--- src/rtl/edib_m5m7_tx.sv ---
// Manchester frame transmitter for the EDIB M5/M7 telemetry line: sync, WIDTH data bits
// (MSB first) and odd parity, paced by edges of the sampled clk_m5m7 bit clock.
module edib_m5m7_tx #(
    parameter int unsigned WIDTH    = 16,
    parameter int unsigned GAP_BITS = 2,
    parameter logic        IDLE_LVL = 1'b0
) (
    input  logic             clk_12m,
    input  logic             reset,
    input  logic             clk_m5m7,
    input  logic [WIDTH-1:0] tx_data,
    input  logic             tx_cmd,
    input  logic             tx_start,
    output logic             tx_busy,
    output logic             tx_done,
    output logic             m5m7_out,
    output logic             m5m7_oe
);
    localparam int unsigned SYNC_HALVES = 6;
    localparam int unsigned HALVES      = 2 * (WIDTH + 4);
    localparam int unsigned GAP_TICKS   = 2 * GAP_BITS;
    localparam int unsigned IW          = $clog2(HALVES);
    localparam int unsigned GW          = $clog2(GAP_TICKS + 1);

    typedef enum logic [2:0] {IDLE, ALIGN, SYNC, DATA, GAP} state_t;

    state_t         state_q, state_d;
    logic           clk_q;
    logic [IW-1:0]  idx_q, idx_d, idx_nxt;
    logic [GW-1:0]  gcnt_q, gcnt_d;
    logic [WIDTH:0] frame_q, frame_d;
    logic           cmd_q, cmd_d;
    logic           busy_q, busy_d;
    logic           done_q, done_d;
    logic           out_q, out_d;
    logic           oe_q, oe_d;
    logic           tick, rise;

    // Line level for frame half-bit idx: sync halves first, then {data, parity} Manchester pairs.
    function automatic logic half_val(input logic [IW-1:0] idx, input logic cmd,
                                      input logic [WIDTH:0] frame);
        int unsigned    k;
        logic [WIDTH:0] sh;
        k = 32'(idx);
        if (k < SYNC_HALVES) return (k < SYNC_HALVES / 2) == cmd;
        k  = k - SYNC_HALVES;
        sh = frame << (k >> 1);
        return sh[WIDTH] ^ k[0];
    endfunction

    assign tick    = clk_m5m7 ^ clk_q;
    assign rise    = clk_m5m7 & ~clk_q;
    assign idx_nxt = idx_q + IW'(1);

    always_comb begin
        state_d = state_q;
        idx_d   = idx_q;
        gcnt_d  = gcnt_q;
        frame_d = frame_q;
        cmd_d   = cmd_q;
        busy_d  = busy_q;
        done_d  = 1'b0;
        out_d   = out_q;
        oe_d    = oe_q;
        unique case (state_q)
            IDLE: begin
                // Holding off while done_q is high keeps a request in the tx_done cycle ignored.
                if (tx_start && !done_q) begin
                    frame_d = {tx_data, ~^tx_data};
                    cmd_d   = tx_cmd;
                    busy_d  = 1'b1;
                    state_d = ALIGN;
                end
            end
            ALIGN: begin
                if (rise) begin
                    oe_d    = 1'b1;
                    out_d   = half_val('0, cmd_q, frame_q);
                    idx_d   = '0;
                    state_d = SYNC;
                end
            end
            SYNC, DATA: begin
                if (tick) begin
                    if (idx_q == IW'(HALVES - 1)) begin
                        oe_d    = 1'b0;
                        out_d   = IDLE_LVL;
                        gcnt_d  = '0;
                        state_d = GAP;
                    end else begin
                        idx_d   = idx_nxt;
                        out_d   = half_val(idx_nxt, cmd_q, frame_q);
                        state_d = (32'(idx_nxt) >= SYNC_HALVES) ? DATA : SYNC;
                    end
                end
            end
            GAP: begin
                if (tick) begin
                    if (gcnt_q == GW'(GAP_TICKS - 1)) begin
                        done_d  = 1'b1;
                        busy_d  = 1'b0;
                        state_d = IDLE;
                    end else begin
                        gcnt_d = gcnt_q + GW'(1);
                    end
                end
            end
            default: state_d = IDLE;
        endcase
    end

    always_ff @(posedge clk_12m or negedge reset) begin
        if (!reset) begin
            state_q <= IDLE;
            clk_q   <= 1'b0;
            idx_q   <= '0;
            gcnt_q  <= '0;
            frame_q <= '0;
            cmd_q   <= 1'b0;
            busy_q  <= 1'b0;
            done_q  <= 1'b0;
            out_q   <= IDLE_LVL;
            oe_q    <= 1'b0;
        end else begin
            state_q <= state_d;
            clk_q   <= clk_m5m7;
            idx_q   <= idx_d;
            gcnt_q  <= gcnt_d;
            frame_q <= frame_d;
            cmd_q   <= cmd_d;
            busy_q  <= busy_d;
            done_q  <= done_d;
            out_q   <= out_d;
            oe_q    <= oe_d;
        end
    end

    assign tx_busy  = busy_q;
    assign tx_done  = done_q;
    assign m5m7_out = out_q;
    assign m5m7_oe  = oe_q;

endmodule
--- config.mk ---
export PLATFORM = sky130hd
export DESIGN_NAME = edib_m5m7_tx
export DESIGN_NICKNAME = d
export VERILOG_FILES = /design/src/rtl/edib_m5m7_tx.sv
export SDC_FILE = /design/constraint.sdc
export NUM_CORES = 1
export LEC_CHECK = 0
export CAP_MARGIN = 20
export CORE_UTILIZATION = 35
export CTS_BUF_LIST = sky130_fd_sc_hd__clkbuf_4
export CTS_CLUSTER_SIZE = 28
export DETAILED_ROUTE_END_ITERATION = 10
export PLACE_DENSITY = 0.58
export RECOVER_POWER = 25
export SYNTH_ARGS = -nofsm -noshare
export SYNTH_HDL_FRONTEND = slang
export SYNTH_SLANG_ARGS = --single-unit
export TNS_END_PERCENT = 10
--- constraint.sdc ---
create_clock -name clk_12m -period 4.2 [get_ports clk_12m]
set_clock_uncertainty 0.15 [all_clocks]
set_input_delay 1.05 -clock clk_12m [delete_from_list [all_inputs] [get_ports clk_12m]]
set_output_delay 1.05 -clock clk_12m [all_outputs]
set_load 0.01 [all_outputs]
==> results.md, run 1 <==
* Initial Utilization at 0.3639
* CTS tree: done
* Synth unique cells at 48
* DRT iter0 DRCs at 64
* Vias in the first global route at 1,523
* Cell chosen for the clock root: clkbuf_4
* Count of input and output buffers at 24
* Seq pwr share at 0.338
* Power per Cell Area at 709.9 nW/um^2
* Max clock buf depth at 2
* Max Slew Vio Count at 36
* First-pass GRT wire length at 7383 microns
* Initial antenna violation count at 0
* Worst vdd ir at 0.2376 mV
* ANT cells at 0
* Worst-path clk slew at 0.11 ns
* Crit-path cells: inv_1, ha_1, inv_1, ha_1, mux4_2, mux2i_1, o22ai_1, mux2_1, o21a_1
* First-pass iteration count of the detailed router at 4
* RSZ-0062 raised after global routing: no
* Status: complete, but fails checks
* H-tree depth at 2
* Critical Path Source Type: register
* Top FF cell, synth: dfrtp_1
* DRC errors left at 0
* FFs w/ async S/R, synth at 1.000
* Type of the most critical hold path: reg2reg
* Final nets at approximately 260
* Highest Clock Rate at 301.3 MHz
* Crit path DAT at 3.41 ns
* YS warnings at 0
* Die Ht at between 80 and 90 microns
* Crit-path slowest cell: dfrtp_1
* #FFs+latches synth at 35
* Final period util at 0.7902
* Fin crit period at 3.319 ns
* Setup-failing EPs final at 0
* Critical path type: reg2reg
* Vias at 1,511
* Sw Pwr at 0.7166 mW
* CTS buffer count at 5
* Hold buffer count at CTS at 0
* Placer congestion estimate at 0.8136
* Int Power at 1.080 mW
* Max incr delay on CP at 0.56 ns
* Global route overflow at 0
* Area Overhead vs Synth at 16.80%
* Clock latency on the worst-skew pair at 0.35 ns
* # IOs at 25
* Avg WL per Cell at 13.67 microns
* Leakage power at slightly above 1 nW
* Post-Place Setup Slack at about 0.84 ns
* Post-synthesis net count at 230
* Post-CTS setup buffers at 0
* Post-synthesis cell area at 2167 sq um
* Layout cell share with drive strength beyond 1 at 0.1886
* All-layer global routing usage at 0.1513
* Worst Setup Slack, final at 0.8810 ns
* Final hold vios at 0
* Sequential area share after synthesis at 0.4042
* WP buf/inv at 2
* Syn Area/Cell at 10.73 sq um
* Worst rel slew slack at -0.2780
* Hold_ws at about 0.35 ns
* Comb power frac at 0.560
* Die Width at slightly above 80 microns
* Post-route cell area at about 2500 sq um
* Clk pwr share at 0.102
* Clock sinks at 35
* Cells after Synth at 202
* Cell Rows at 28
* Slew @ Worst Pin at 1.917 ns
* Core footprint at 5956 sq um
* Largest net degree at the start of global routing at 36
* Max-Cap Viols at 1
* Post-DRT Antenna Nets at 0
* Failing checks: max-capacitance violations, max-slew violations
* Avg Vias per Cell at 4.987
* WL final at 4142 microns
* HPWL after DPL at 3082 microns
* Max FO, Critical Path at 9
* Worst setup EP type: register
* Die area at between 6000 and 7000 sq um
* Sw Share at 0.3988
* Crit path max-delay family: multiplexers
* # resized after CTS at 0
* Crit path required time at between 4 and 5 ns
* Setup TNS at 0 ns
* Placement Cell Area at 2482 sq um
* EDFF count, synth at 0
[power by group through the flow]
stage	Combinational, mW	Sequential [mW]	Clock [mW]
floorplan	0.854	0.561	0
global placement	0.997	0.623	0
detailed placement	1.01	0.619	0
CTS	1.02	0.611	0.193
global route	1.13	0.632	0.205
finish	1.01	0.608	0.183
[per-layer routing]
metal  up-vias  routed length (microns)  share of wire  GRT usage
met5         -                        0              0          0
met4         0                       82          0.020    0.06429
met3         9                      100          0.024    0.02386
met2        21                     1879           0.45     0.2356
met1       724                     2080           0.50     0.2068
li1        757                        -              -          -
[Yosys cell counts (2+ instances only)]
master / number / area [sq um]
nand2_1: 17 / 63.81
o21ai_1: 3 / 15.01
nand2b_1: 2 / 12.51
mux4_2: 4 / 90.09
or3_1: 3 / 18.77
a21oi_1: 4 / 20.02
ha_1: 7 / 87.58
o22ai_1: 3 / 18.77
nor3_1: 2 / 10.01
xnor2_1: 17 / 148.9
mux2_2: 19 / 214.0
inv_1: 10 / 37.54
nor2b_1: 4 / 25.02
clkbuf_1: 5 / 18.77
mux2i_1: 3 / 30.03
xor2_1: 4 / 35.03
xnor2_2: 3 / 48.80
nand3_1: 3 / 15.01
dfrtp_1: 35 / 875.8
o21ai_0: 15 / 75.07
nor2_1: 12 / 45.04
[sequential cells by signal, indices dropped and copies added (netlist names)]
signal and cells:
frame_q 17, idx_q 6, gcnt_q 3, state_q 3, clk_q 1, cmd_q 1, m5m7_oe 1, m5m7_out 1
tx_busy 1, tx_done 1
[tightest hold or removal path, delay by kind of cell (launching register included)]
| family | cells | cell delay, ns |
|---|---|---|
| flip-flops | 1 | 0.36 |
| AO/OA/AOI/OAI | 1 | 0.07 |
| AND/OR/NAND/NOR | 1 | 0.05 |
[through the flow]
stage | cells | power [mW] | utilization
after floorplan | 202 | 1.416 | -
after global placement | 295 | 1.620 | 0.4168
after detailed placement | 295 | 1.630 | 0.4168
after CTS | 303 | 1.821 | 0.4256
after global routing | 303 | 1.964 | 0.4250
final | 303 | 1.797 | 0.4250
[placed cells by master (no fill, tap or decap), types with 5 or more instances in the layout]
cell             synthesis  routed
clkbuf_4                 0       5
nor2_1                  12      12
mux2_2                  19      19
dfrtp_1                 35      35
ha_1                     7       7
o21ai_0                 15      15
clkdlybuf4s50_1          0      22
xnor2_1                 17      17
nand2_1                 17      17
inv_1                   10      10
[cells by family after synthesis]
logic type                 after synthesis  share of synthesized area
AOI/OAI and AO/OA                       37                     0.1045
xor gates and xnor gates                25                     0.1201
adders and majority gates                7                    0.04041
buffers and inverters                   19                    0.03868
DFF                                     35                     0.4042
muxes                                   27                     0.1594
and+or+nand+nor                         52                     0.1328
[final cells by class]
type / count / area [sq um]
Tap cell: 75 / 93.84
Clock buffer: 5 / 37.54
Multi-Input combinational cell: 148 / 1216
Timing Repair Buffer: 26 / 251.5
Fill cell: 606 / 3425
Inverter: 11 / 41.29
Clock inverter: 3 / 15.01
Sequential cell: 35 / 875.8
[final timing paths]
path                            from          end  slack [ns]  cells after the start
setup / recovery            idx_q[0]     m5m7_out        0.88                      9
hold / removal             gcnt_q[2]    gcnt_q[2]        0.35                      2
setup reg to reg            idx_q[0]     m5m7_out        0.88                      9
hold reg to reg            gcnt_q[2]    gcnt_q[2]        0.35                      2
max in group asynchronous      reset    gcnt_q[1]        1.19                      2
min in group asynchronous      reset  frame_q[13]        1.61                      2
Note: power is estimated with default switching activity, not from simulation.
==> run 2: changes to the inputs <==
clock period = 3.1 ns   (was 4.2 ns; I/O delays follow)
==> run 2 against run 1 <==
Compared with the run above:
- the flow now finishes without violations
- via count rose by 2.6%
- global-route usage fell by 0.14 points
- combinational power rose by 47%
- critical path type unchanged
- critical endpoint unchanged
- largest cell class unchanged
==> results.md, run 2 (same netlist as run 1, synthesis figures left out) <==
* Top reg by flops: frame_q
* Cell chosen for the clock root: clkbuf_4
* Max reg flops at 17 (unchanged)
* Setup TNS at 0 ns (unchanged)
* Layout Utilization at 0.4340 (+0.009034)
* Setup-failing EPs final at 0 (unchanged)
* WP buf/inv at 2 (unchanged)
* Fill cells at 566 (-6.6%)
* Status: complete, no violations
* Seq pwr share at 0.319 (-0.019)
* Post-CTS setup buffers at 0 (unchanged)
* Highest Clock Rate at 339.6 MHz (+13%)
* # IOs at 25 (unchanged)
* Crit-path cells: inv_1, ha_1, inv_1, ha_1, mux4_2, mux2i_1, o22ai_1, mux2_1, o21a_1
* Final period util at 0.9499 (+0.1597)
* Clock latency on the worst-skew pair at 0.34 ns (about the same)
* Largest regs: frame_q x17, idx_q x6
* Layout cell share with drive strength beyond 1 at 0.2085 (+0.01991)
* # resized after CTS at 0 (unchanged)
* Largest net degree at the start of global routing at 36 (unchanged)
* Critical Path Source Type: register
* Core footprint at 5956 sq um (unchanged)
* First-pass GRT wire length at 7293 microns (-1.2%)
* Final hold vios at 0 (unchanged)
* Die area at 6510 sq um (unchanged)
* Type of the most critical hold path: reg2reg
* Post-route cell area at 2585 sq um (+2.1%)
* Comb power frac at 0.586 (+0.026)
* Max clock buf depth at 2 (unchanged)
* Worst Setup Slack, final at 0.1553 ns (-0.7258 ns)
* Initial Utilization at 0.3639 (unchanged)
* ANT cells at 0 (unchanged)
* Worst vdd ir at 0.5093 mV (+110%)
* DRT iter0 DRCs at 65 (+1.6%)
* Initial antenna violation count at 0 (unchanged)
* Final nets at 262 (+2.7%)
* Sw Pwr at 0.9926 mW (+39%)
* Avg Vias per Cell at 5.003 (+0.33%)
* Int Power at 1.528 mW (+41%)
* Clk pwr share at 0.095 (-0.007)
* Die Width at 80.69 microns (unchanged)
* Placement Cell Area at 2535 sq um (+2.1%)
* Worst-path clk slew at 0.10 ns (about the same)
* First-pass iteration count of the detailed router at 4 (unchanged)
* Vias at 1,551 (+2.6%)
* Leading cell types in the layout, fill and taps excluded: dfrtp_1, clkdlybuf4s50_1, mux2_2
* Hold buffer count at CTS at 0 (unchanged)
* Crit path max-delay family: multiplexers
* Sw Share at 0.3938 (-0.004994)
* WL final at 4275 microns (+3.2%)
* DRC errors left at 0 (unchanged)
* Power per Cell Area at 975.0 nW/um^2 (+37%)
* RSZ-0062 raised after global routing: no
* CTS tree: done
* Post-DRT Antenna Nets at 0 (unchanged)
* Clock sinks at 35 (unchanged)
* Worst setup EP type: register
* Leakage power at 1.059 nW (+3.3%)
* Critical path type: reg2reg
* Post-Place Setup Slack at 0.1065 ns (-0.7365 ns)
* Max-Cap Viols at 0 (-1)
* Slew @ Worst Pin at 0.8807 ns (-1.036 ns)
* Max incr delay on CP at 0.55 ns (about the same)
* Area Overhead vs Synth at 19.28%
* Crit path DAT at 3.04 ns (-0.37 ns)
* Crit-path slowest cell: mux4_2
* All-layer global routing usage at 0.1499 (-0.001414)
* H-tree depth at 2 (unchanged)
* Commonest non-fill, non-tap cell in the layout: dfrtp_1
* Max Slew Vio Count at 0 (-100%)
* Avg WL per Cell at 13.79 microns (+0.88%)
* HPWL after DPL at 3193 microns (+3.6%)
* Fin crit period at 2.945 ns (-0.3742 ns)
* Die Ht at 80.69 microns (unchanged)
* Global route overflow at 0 (unchanged)
* Worst rel slew slack at 0.4128 (+0.6908)
* Count of input and output buffers at 24 (unchanged)
* Max FO, Critical Path at 6 (-3)
* CTS buffer count at 5 (unchanged)
* Crit path required time at 3.19 ns (-1.10 ns)
* Placer congestion estimate at 0.8939 (+9.9%)
* Vias in the first global route at 1,504 (-1.2%)
* Cell Rows at 28 (unchanged)
==> run 2: cell count changes in the layout (fill, tap and decap cells not counted) <==
cell	before	now
clkbuf_2	0	1
clkbuf_4	5	6
clkinv_1	0	2
clkbuf_1	1	0
clkinv_2	3	0
buf_4	1	8
==> run 2: layout make-up <==
| cell class | count | area, sq um | area share |
|---|---|---|---|
| multi-input cells | 148 | 1216 | 0.4705 |
| flip-flops and latches | 35 | 875.8 | 0.3388 |
| repair buffers | 33 | 305.3 | 0.1181 |
| well taps | 75 | 93.84 | 0.03630 |
| clock buffers | 6 | 45.04 | 0.01742 |
| inverters | 11 | 41.29 | 0.01597 |
| clock inverters | 2 | 7.507 | 0.002904 |
==> run 2: path summary, 6_finish.rpt <==
| check | start | endpoint | slack [ns] | cells past startpoint |
|---|---|---|---|---|
| worst min register to register | gcnt_q[1] | gcnt_q[1] | 0.35 | 2 |
| max in group asynchronous | reset | idx_q[4] | 1.32 | 2 |
| worst max-delay path | idx_q[0] | m5m7_out | 0.16 | 9 |
| worst min-delay path | gcnt_q[1] | gcnt_q[1] | 0.35 | 2 |
| min in group asynchronous | reset | frame_q[3] | 0.92 | 2 |
| worst max register to register | idx_q[0] | m5m7_out | 0.16 | 9 |
==> run 2: power groups by stage <==
stage / combinational, mW / sequential, mW / clock [mW]
5_1_grt: 1.62 / 0.833 / 0.264
4_1_cts: 1.48 / 0.806 / 0.252
2_1_floorplan: 1.16 / 0.761 / 0
3_5_place_dp: 1.47 / 0.817 / 0
6_report: 1.48 / 0.804 / 0.240
3_3_place_gp: 1.44 / 0.819 / 0
==> run 2: stage by stage <==
step           total power [mW]  instances  hold WS [ns]
6_report                  2.520        310        0.3490
5_1_grt                   2.712        310        0.3811
4_1_cts                   2.540        310        0.3576
3_5_place_dp              2.288        302        0.3306
3_3_place_gp              2.264        302        0.3210
2_1_floorplan             1.918        202        0.2996
==> run 2: routing by layer <==
| metal | share of wire | vias up | routed length, microns | global-route usage |
|---|---|---|---|---|
| met4 | 0.014 | 0 | 61 | 0.04821 |
| met2 | 0.45 | 23 | 1939 | 0.2305 |
| li1 | - | 774 | - | - |
| met5 | 0 | - | 0 | 0 |
| met3 | 0.028 | 6 | 118 | 0.03409 |
| met1 | 0.50 | 748 | 2156 | 0.2070 |
==> run 2: worst register-to-register path: cells and delay by family (launching register included) <==
| family | cells | cell delay [ns] |
|---|---|---|
| multiplexers | 3 | 1.05 |
| adder cells (fa/ha/maj) | 2 | 0.76 |
| flip-flops | 1 | 0.47 |
| AO/OA/AOI/OAI | 2 | 0.27 |
| buffers and inverters | 2 | 0.15 |
